$ cat src/rtl/axilite_pkg.sv
// Shared types and constants for the AXI-lite slave register file.
// Holds the slave FSM state encoding and the response-error values.
package axilite_pkg;

    typedef enum logic [2:0] {
        IDLE,
        W_WAIT,
        W_RESP,
        R_WAIT,
        R_RESP
    } axilite_slv_stvec;

    localparam logic RESP_OK     = 1'b0;
    localparam logic RESP_DECERR = 1'b1;

endpackage

$ cat src/rtl/axilite_regfile_mem.sv
// Word array for the AXI-lite register file: synchronous write, registered
// read port with explicit clear, and a full synchronous clear on rst.
module axilite_regfile_mem #(
    parameter int unsigned PARAM_DEPTH = 16,
    parameter int unsigned PARAM_D_W   = 8
) (
    input  logic                           clk,
    input  logic                           rst,
    input  logic                           wr_en,
    input  logic [$clog2(PARAM_DEPTH)-1:0] wr_idx,
    input  logic [PARAM_D_W-1:0]           wr_data,
    input  logic                           rd_en,
    input  logic                           rd_clr,
    input  logic [$clog2(PARAM_DEPTH)-1:0] rd_idx,
    output logic [PARAM_D_W-1:0]           rd_data
);

    logic [PARAM_D_W-1:0] words [PARAM_DEPTH];

    always_ff @(posedge clk) begin
        if (rst) begin
            for (int unsigned i = 0; i < PARAM_DEPTH; i++) begin
                words[i] <= '0;
            end
        end else if (wr_en) begin
            words[wr_idx] <= wr_data;
        end
    end

    // Clear wins so the read port reads 0 outside a read response.
    always_ff @(posedge clk) begin
        if (rst || rd_clr) begin
            rd_data <= '0;
        end else if (rd_en) begin
            rd_data <= words[rd_idx];
        end
    end

endmodule

$ cat src/rtl/slave_axilite_regfile.sv
// AXI-lite slave register file: single-beat reads/writes with programmable
// wait states before the response, and decode errors for unmapped addresses.
module slave_axilite_regfile
    import axilite_pkg::*;
#(
    parameter int unsigned          PARAM_A_W   = 32,
    parameter int unsigned          PARAM_D_W   = 8,
    parameter int unsigned          PARAM_DEPTH = 16,
    parameter logic [PARAM_A_W-1:0] PARAM_BASE  = '0,
    parameter int unsigned          PARAM_WAIT  = 2
) (
    input  logic                 clk,
    input  logic                 rst,
    input  logic                 M_LITE_W_ADDRESS_VALID,
    input  logic [PARAM_A_W-1:0] M_LITE_W_ADDRESS,
    input  logic                 M_LITE_W_DATA_VALID,
    input  logic [PARAM_D_W-1:0] M_LITE_W_DATA,
    output logic                 S_LITE_W_ADDRESS_READY,
    output logic                 S_LITE_W_DATA_READY,
    output logic                 S_LITE_W_ACK,
    output logic                 S_LITE_W_ERR,
    input  logic                 M_LITE_W_ACK_READY,
    input  logic                 M_LITE_R_ADDRESS_VALID,
    input  logic [PARAM_A_W-1:0] M_LITE_R_ADDRESS,
    output logic                 S_LITE_R_ADDRESS_READY,
    output logic                 S_LITE_R_ACK,
    output logic [PARAM_D_W-1:0] S_LITE_R_DATA,
    output logic                 S_LITE_R_ERR,
    input  logic                 M_LITE_R_ACK_READY
);

    localparam int unsigned          IDX_W     = $clog2(PARAM_DEPTH);
    localparam int unsigned          WAIT_LOAD = (PARAM_WAIT > 0) ? PARAM_WAIT - 1 : 0;
    localparam int unsigned          CNT_W     = (WAIT_LOAD > 0) ? $clog2(WAIT_LOAD + 1) : 1;
    localparam logic [PARAM_A_W-1:0] DEPTH_A   = PARAM_A_W'(PARAM_DEPTH);

    axilite_slv_stvec     state, next_state;
    logic [CNT_W-1:0]     cnt;
    logic [IDX_W-1:0]     idx_q;
    logic                 hit_q;
    logic                 w_ack, w_err, r_ack, r_err;

    logic                 r_ready, w_ready, r_accept, w_accept;
    logic [PARAM_A_W-1:0] acc_addr, acc_off;
    logic                 acc_hit;
    logic [IDX_W-1:0]     acc_idx;
    logic                 cur_hit;
    logic [IDX_W-1:0]     cur_idx;
    logic                 enter_r;

    assign r_ready  = !rst && (state == IDLE);
    assign w_ready  = r_ready && !M_LITE_R_ADDRESS_VALID;
    assign r_accept = r_ready && M_LITE_R_ADDRESS_VALID;
    assign w_accept = w_ready && M_LITE_W_ADDRESS_VALID && M_LITE_W_DATA_VALID;

    assign acc_addr = M_LITE_R_ADDRESS_VALID ? M_LITE_R_ADDRESS : M_LITE_W_ADDRESS;
    assign acc_off  = acc_addr - PARAM_BASE;
    assign acc_hit  = (acc_addr >= PARAM_BASE) && (acc_off < DEPTH_A);
    assign acc_idx  = acc_off[IDX_W-1:0];

    // With zero wait states RESP is entered on the accept edge, before the
    // captured decode exists, so the live decode is used while in IDLE.
    assign cur_hit = (state == IDLE) ? acc_hit : hit_q;
    assign cur_idx = (state == IDLE) ? acc_idx : idx_q;
    assign enter_r = (next_state == R_RESP) && (state != R_RESP);

    always_comb begin
        next_state = state;
        unique case (state)
            IDLE: begin
                if (r_accept) begin
                    next_state = (PARAM_WAIT > 0) ? R_WAIT : R_RESP;
                end else if (w_accept) begin
                    next_state = (PARAM_WAIT > 0) ? W_WAIT : W_RESP;
                end
            end
            W_WAIT: if (cnt == '0) next_state = W_RESP;
            W_RESP: if (w_ack && M_LITE_W_ACK_READY) next_state = IDLE;
            R_WAIT: if (cnt == '0) next_state = R_RESP;
            R_RESP: if (r_ack && M_LITE_R_ACK_READY) next_state = IDLE;
            default: next_state = IDLE;
        endcase
    end

    always_ff @(posedge clk) begin
        if (rst) begin
            state <= IDLE;
            cnt   <= '0;
            idx_q <= '0;
            hit_q <= 1'b0;
            w_ack <= 1'b0;
            w_err <= RESP_OK;
            r_ack <= 1'b0;
            r_err <= RESP_OK;
        end else begin
            state <= next_state;
            if (r_accept || w_accept) begin
                cnt   <= CNT_W'(WAIT_LOAD);
                idx_q <= acc_idx;
                hit_q <= acc_hit;
            end else if (((state == W_WAIT) || (state == R_WAIT)) && (cnt != '0)) begin
                cnt <= cnt - 1'b1;
            end
            w_ack <= (next_state == W_RESP);
            w_err <= ((next_state == W_RESP) && !cur_hit) ? RESP_DECERR : RESP_OK;
            r_ack <= (next_state == R_RESP);
            r_err <= ((next_state == R_RESP) && !cur_hit) ? RESP_DECERR : RESP_OK;
        end
    end

    axilite_regfile_mem #(
        .PARAM_DEPTH (PARAM_DEPTH),
        .PARAM_D_W   (PARAM_D_W)
    ) u_mem (
        .clk     (clk),
        .rst     (rst),
        .wr_en   (w_accept && acc_hit),
        .wr_idx  (acc_idx),
        .wr_data (M_LITE_W_DATA),
        .rd_en   (enter_r && cur_hit),
        .rd_clr  (next_state != R_RESP),
        .rd_idx  (cur_idx),
        .rd_data (S_LITE_R_DATA)
    );

    assign S_LITE_W_ADDRESS_READY = w_ready;
    assign S_LITE_W_DATA_READY    = w_ready;
    assign S_LITE_R_ADDRESS_READY = r_ready;
    assign S_LITE_W_ACK           = w_ack;
    assign S_LITE_W_ERR           = w_err;
    assign S_LITE_R_ACK           = r_ack;
    assign S_LITE_R_ERR           = r_err;

endmodule

$ cat config.mk
export PLATFORM = sky130hd
export DESIGN_NAME = slave_axilite_regfile
export DESIGN_NICKNAME = d
export VERILOG_FILES = /design/src/rtl/axilite_pkg.sv /design/src/rtl/axilite_regfile_mem.sv /design/src/rtl/slave_axilite_regfile.sv
export SDC_FILE = /design/constraint.sdc
export NUM_CORES = 1
export LEC_CHECK = 0
export ABC_AREA = 1
export ABC_CLOCK_PERIOD_IN_PS = 5380
export CORE_MARGIN = 2
export CORE_UTILIZATION = 60
export DETAILED_ROUTE_END_ITERATION = 7
export GPL_TIMING_DRIVEN = 0
export PLACE_DENSITY = 0.83
export SETUP_SLACK_MARGIN = 0.4
export SYNTH_ARGS = -nofsm -noshare
export SYNTH_HDL_FRONTEND = slang
export SYNTH_HIERARCHICAL = 1
export SYNTH_SLANG_ARGS = --single-unit
$ cat constraint.sdc
create_clock -name clk -period 5.38 [get_ports clk]
set_input_delay 0.807 -clock clk [delete_from_list [all_inputs] [get_ports clk]]
set_output_delay 0.807 -clock clk [all_outputs]
set_load 0.05 [all_outputs]
==> reports/metrics.yaml, run 1 <==
synth:
  synth_area_leader_cell: "edfxtp_1"
  synthCells: 826
  ys_warn_count: 6
  ys_ff_latch: 149
  ys_top_cells_by_area: "edfxtp_1, nand2_1, nor2_1"
  seq_area_frac_synth_pct: 59.47
  synth_area_mm2: 0.007171
  ys_types: 29
  yosysTopAreaCellShare_pct: 53.60
  postSynthNetCount: 905
  avgSynthCellArea_um2: 8.681
cts:
  cts_setup_buffers: 0
  cts_buffers: 17
  worstSkewPairLatency_ns: 0.42
  cts_max_path_buffers: 2
  htreeDepth: 4
  root_buffer: "clkbuf_16"
  cts.sinks: 149
  cts_tree: "yes"
  cts.clk_slew.worst_paths_ns: 0.06
  postCtsHoldBufs: 0
  cts_resized: 0
critical_path:
  r2r-start: "state[1]"
  crit_top_cell: "clkdlybuf4s50_1"
  worstReg2RegEnd: "u_mem/words[2][2]"
  critPathCaptureType: "output port"
  cp_data_required_time_ns: 4.57
  critPathSlowestCell: "clkdlybuf4s50_1"
  reg2reg_depth: 11
  crit_chain: "clkdlybuf4s50_1 > nor2_4 > inv_1 > nor2_2 > buf_4 > clkdlybuf4s50_1"
  max_stage_delay_ns: 0.79
  cp-start-kind: "input port"
  rrSetupSlack_ns: 2.60
  path_max_fanout: 7
  path_class: "in -> out"
  critPathArrivalTime_ns: 2.80
timing:
  fin_tns_setup_ns: 0
  period_share_pct: 66.98
  finalSetupViolations: 0
  tightest_slew_ns: 0.6848
  hold_viol_final: 0
  rsz0062_at_grt: "false"
  final.min_clock_period_ns: 3.603
  timing.fmax_mhz: 277.5
  slew_viol_final: 0
  relSlewSlack_pct: 54.35
  finalClockSkew_ns: 0.006653
route:
  drtPass1Iterations: 8
  drc: 0
  route.detailed.wl_per_inst_um: 18.04
  ant_nets: 0
  initialDrtViolationCount: 760
  wl_mm: 19.72
  vias: 6332
  vias_per_cell: 5.793
finish:
  nFillCells: 779
  multi_input_area_mm2: 0.002477
  fin_nets: 1016
  finalNonFillerCells: 1093
  regArea_mm2: 0.004264
  antennaDiodeCount: 0
  syn2layout_area_growth_pct: 23.42
  drive_gt1_share_pct: 8.842
pwr:
  powerDensity_mw_per_mm2: 346.2
  p_total_mw: 3.064
  combPwrFrac_pct: 19.6
  p_sw_mw: 0.8940
  seqPwrFrac_pct: 42.6
  p_int_mw: 2.170
  peakVddDrop_uv: 257.7
  power.clock.fraction_pct: 37.8
  power_leakage_nw: 3.746
  swShare_pct: 29.18
worst_hold_path:
  holdCritStartpoint: "idx_q[3]"
  hp-class: "reg -> reg"
  hold_end: "idx_q[3]"
  min_path_cells: 2
place:
  post-dp-hpwl_mm: 13.96
  dp_cells: 1061
  port_buffers: 92
  globalplace.congestion: 0.9570
die:
  start_util_pct: 62.00
  die_w_um: 113.3
  rows: 39
  die-area_mm2: 0.01284
  ios: 94
  core_area_mm2: 0.01156
  die-height_um: 113.3
grt:
  grt_pass1_wl_mm: 31.40
  antenna_found_initial: 0
  grt_usage_pct: 32.48
  grt_pass1_vias: 6259
  grt_max_degree: 17
  grt.overflow.total: 0
job:
  drv_cap: 0
outcome:
  status: "complete, no violations"
metal layers:
metal | global-route usage (%) | vias up | wire length (µm)
met5 | 0 | - | 0
li1 | - | 2905 | -
met3 | 8.249 | 71 | 2098
met2 | 56.57 | 434 | 9905
met4 | 13.58 | 0 | 819
met1 | 38.48 | 2922 | 6899
kinds of logic (layout without fill, tap and decap cells):
| family | after synthesis | after routing | synth area share [%] |
|---|---|---|---|
| flip-flops | 149 | 149 | 59.47 |
| AND/OR/NAND/NOR | 561 | 561 | 33.22 |
| buffers and inverters | 99 | 223 | 5.985 |
| AO/OA/AOI/OAI | 17 | 17 | 1.326 |
Yosys cell counts:
master	count
or2_2	1
o21ai_0	5
and2_1	2
inv_1	56
buf_6	1
nor3_2	1
and2_0	2
a21oi_1	6
nor2_1	188
nand4_1	2
a31oi_1	5
nor3_1	1
clkinv_4	1
nand2_2	17
buf_4	8
nand2_1	228
buf_1	2
nor3_4	4
clkinv_1	1
clkbuf_1	15
dfxtp_1	21
nor2_2	3
o21ai_2	1
nor2_4	1
edfxtp_1	128
inv_2	3
buf_2	12
nand3_1	110
nand3_2	1
flip-flops by register name, summed over array words and instances (netlist names):
name / count
u_mem/words: 128
u_mem/rd_data: 8
idx_q: 4
state: 3
S_LITE_R_ACK: 1
S_LITE_R_ERR: 1
S_LITE_W_ACK: 1
S_LITE_W_ERR: 1
cnt: 1
hit_q: 1
power groups by stage:
stage	Clock [mW]	Sequential (mW)	Combinational [mW]
2_1_floorplan	0	1.33	0.358
3_3_place_gp	0	1.33	0.550
3_5_place_dp	0	1.33	0.574
4_1_cts	1.16	1.30	0.584
5_1_grt	1.21	1.31	0.647
6_report	1.16	1.30	0.601
worst max-delay path: cells and delay by family:
kind	cells	cell delay, ns
buf+inv	4	1.58
simple gates	2	0.41
stage by stage:
step	hold slack, ns	area (µm²)	setup WS (ns)	util, %
after global placement	0.4638	8270	1.808	71.51
after floorplan	0.4535	7171	2.300	-
after CTS	0.4908	8850	1.764	76.52
final	0.4907	8850	1.777	76.52
after detailed placement	0.4772	8270	1.762	71.51
after global routing	0.5065	8850	1.710	76.52
cell usage in the layout (no fill, tap or decap), types with 8 or more instances in the layout:
cell,count
nand2_1,228
nor2_1,188
edfxtp_1,128
nand3_1,110
clkdlybuf4s50_1,92
inv_1,56
dfxtp_1,21
nand2_2,17
clkbuf_16,17
clkbuf_1,15
buf_2,12
buf_4,8
worst max-delay path by stage:
stage,depth (start not counted),endpoint,start,slack (ns)
finish,6,S_LITE_W_DATA_READY,rst,1.78
global route,6,S_LITE_W_DATA_READY,rst,1.71
CTS,6,S_LITE_W_DATA_READY,rst,1.76
detailed placement,6,S_LITE_W_DATA_READY,rst,1.76
global placement,6,S_LITE_W_DATA_READY,rst,1.81
floorplan,9,u_mem/words[0][0],rst,2.30
area by class of cell:
cell class / instances / share of cell area, %
plain buffers: 38 / 2.206
multi-input cells: 578 / 27.99
flip-flops and latches: 149 / 48.18
clock inverters: 15 / 1.739
clock buffers: 17 / 4.807
repair buffers: 92 / 10.41
inverters: 61 / 2.644
well taps: 143 / 2.022
(Power assumes the default switching activity.)
==> run 2: changes to the inputs <==
ABC_CLOCK_PERIOD_IN_PS = 3500   (was 5380)
CORE_UTILIZATION = 55   (was 60)
PLACE_DENSITY = 0.77   (was 0.83)
clock period = 3.5 ns   (was 5.38 ns; I/O delays follow)
==> reports/metrics.yaml, run 2 (synthesized netlist as in run 1, its figures left out) <==
pwr:
  power_leakage_nw: 3.762  # +0.43%
  peakVddDrop_uv: 356.2  # +38%
  powerDensity_mw_per_mm2: 538.6  # +56%
  p_total_mw: 4.794  # +56%
timing:
  hold_viol_final: 0  # unchanged
  fin_ws_ns: 0.4966  # -1.280 ns
  finalClockSkew_ns: 0.008077  # +0.001424 ns
  period_share_pct: 85.81
  rsz0062_at_grt: "false"
  final.min_clock_period_ns: 3.003
  finalSetupViolations: 0  # unchanged
  relSlewSlack_pct: 51.96  # -2.4 points
  timing.fmax_mhz: 333.0
  tightest_slew_ns: 0.7206  # +0.03578 ns
  fin_tns_setup_ns: 0  # unchanged
  slew_viol_final: 0  # unchanged
die:
  rows: 41  # +5.1%
  start_util_pct: 56.59  # -5.4 points
  die-area_mm2: 0.01397  # +8.8%
  core_area_mm2: 0.01267  # +9.6%
  die-height_um: 118.2  # +4.3%
  die_w_um: 118.2  # +4.3%
  ios: 94  # unchanged
critical_path:
  rrSetupSlack_ns: 0.74  # -1.86 ns
  path_class: "in -> out"
  crit_top_cell: "clkdlybuf4s50_1"
  critPathArrivalTime_ns: 2.48  # -0.32 ns
  cp-start-kind: "input port"
  worstReg2RegEnd: "u_mem/words[4][7]"
  r2r-start: "state[1]"
  cp_data_required_time_ns: 2.97  # -1.60 ns
  critPathSlowestCell: "clkdlybuf4s50_1"
  critPathCaptureType: "output port"
  max_stage_delay_ns: 0.79  # about the same
  crit_chain: "clkdlybuf4s50_1 > nor2_4 > inv_1 > nor2_2 > buf_4 > clkdlybuf4s50_1"
  reg2reg_depth: 11  # unchanged
  path_max_fanout: 7  # unchanged
grt:
  antenna_found_initial: 0  # unchanged
  grt_pass1_vias: 5733  # -8.4%
  grt.overflow.total: 0  # unchanged
  grt_usage_pct: 28.33  # -4.2 points
  grt_pass1_wl_mm: 29.74  # -5.3%
  grt_max_degree: 17  # unchanged
route:
  ant_nets: 0  # unchanged
  drc: 0  # unchanged
  route.detailed.wl_per_inst_um: 17.05  # -5.5%
  wl_mm: 19.11  # -3.1%
  vias: 6102  # -3.6%
  vias_per_cell: 5.443  # -6.0%
  drtPass1Iterations: 6  # -2
  initialDrtViolationCount: 804  # +5.8%
finish:
  final_cell_mix: "nand2_1, nor2_1, edfxtp_1, nand3_1, clkdlybuf4s50_1"
  largest_register: "u_mem/words"
  syn2layout_area_growth_pct: 24.13
  final_common_cell: "nand2_1"
  fin_nets: 1016  # unchanged
  drive_gt1_share_pct: 8.535  # -0.31 points
  final_cell_area_mm2: 0.008901  # +0.58%
  top_regs: "u_mem/words (128), u_mem/rd_data (8), idx_q (4)"
  antennaDiodeCount: 0  # unchanged
  largest_reg_flops: 128  # unchanged
place:
  post-dp-hpwl_mm: 13.28  # -4.9%
  pre_cts_ws_ns: 0.1743  # -1.588 ns
  globalplace.congestion: 0.8801  # -8.0%
  port_buffers: 92  # unchanged
  placed_area_mm2: 0.008307  # +0.44%
cts:
  cts.clk_slew.worst_paths_ns: 0.06  # about the same
  cts.sinks: 149  # unchanged
  worstSkewPairLatency_ns: 0.43  # about the same
  root_buffer: "clkbuf_16"
  postCtsHoldBufs: 0  # unchanged
  cts_setup_buffers: 0  # unchanged
  cts_resized: 0  # unchanged
  cts_max_path_buffers: 2  # unchanged
  htreeDepth: 4  # unchanged
  cts_tree: "yes"
  cts_buffers: 17  # unchanged
worst_hold_path:
  min_path_cells: 5  # +3
  holdCritStartpoint: "M_LITE_R_ADDRESS_VALID"
  hold_end: "state[1]"
  hp-class: "in -> reg"
job:
  drv_cap: 0  # unchanged
outcome:
  status: "complete, no violations"
## run 2: cell type report
class | count | area, µm²
Buffer | 38 | 195.2
Clock buffer | 19 | 432.9
Clock inverter | 12 | 161.4
Fill cell | 957 | 3770
Inverter | 61 | 234.0
Multi-Input combinational cell | 578 | 2477
Sequential cell | 149 | 4264
Tap cell | 172 | 215.2
Timing Repair Buffer | 92 | 920.9
## run 2: critical path, delay by kind of cell
family | cells | cell delay, ns
buffers and inverters | 4 | 1.55
AND/OR/NAND/NOR | 2 | 0.39
## run 2: per-stage QoR
| stage | utilization (%) | instances | hold WS [ns] |
|---|---|---|---|
| 2_1_floorplan | - | 826 | 0.4535 |
| 3_3_place_gp | 65.56 | 1090 | 0.4644 |
| 3_5_place_dp | 65.56 | 1090 | 0.4732 |
| 4_1_cts | 70.25 | 1121 | 0.4415 |
| 5_1_grt | 70.25 | 1121 | 0.4901 |
| 6_report | 70.25 | 1121 | 0.4422 |
## run 2: report_power, final
part	switching, mW	internal (mW)
clock network	0.690	1.18
registers	0.0217	1.98
logic	0.623	0.303
total	1.33	3.46
## run 2: how the worst max path moves through the flow
stage	cells past startpoint	startpoint	end
finish	6	rst	S_LITE_W_DATA_READY
global route	6	rst	S_LITE_W_DATA_READY
CTS	6	rst	S_LITE_W_DATA_READY
detailed placement	10	rst	u_mem/words[2][2]
global placement	10	rst	u_mem/words[2][5]
floorplan	11	state[1]	u_mem/words[14][0]
## run 2: per-layer routing
| metal | global-route usage, % | routed length [µm] | vias up |
|---|---|---|---|
| li1 | - | - | 2896 |
| met1 | 35.18 | 7135 | 2814 |
| met2 | 47.51 | 9416 | 349 |
| met3 | 8.108 | 2100 | 43 |
| met4 | 9.789 | 459 | 0 |
| met5 | 0 | 0 | - |
==> run 3: changes to the inputs <==
HOLD_SLACK_MARGIN = 0.08   (was unset)
TNS_END_PERCENT = 10   (was unset)
==> results of run 3 <==
Same layout as run 2: the final DEF is identical, and so are final timing and power.
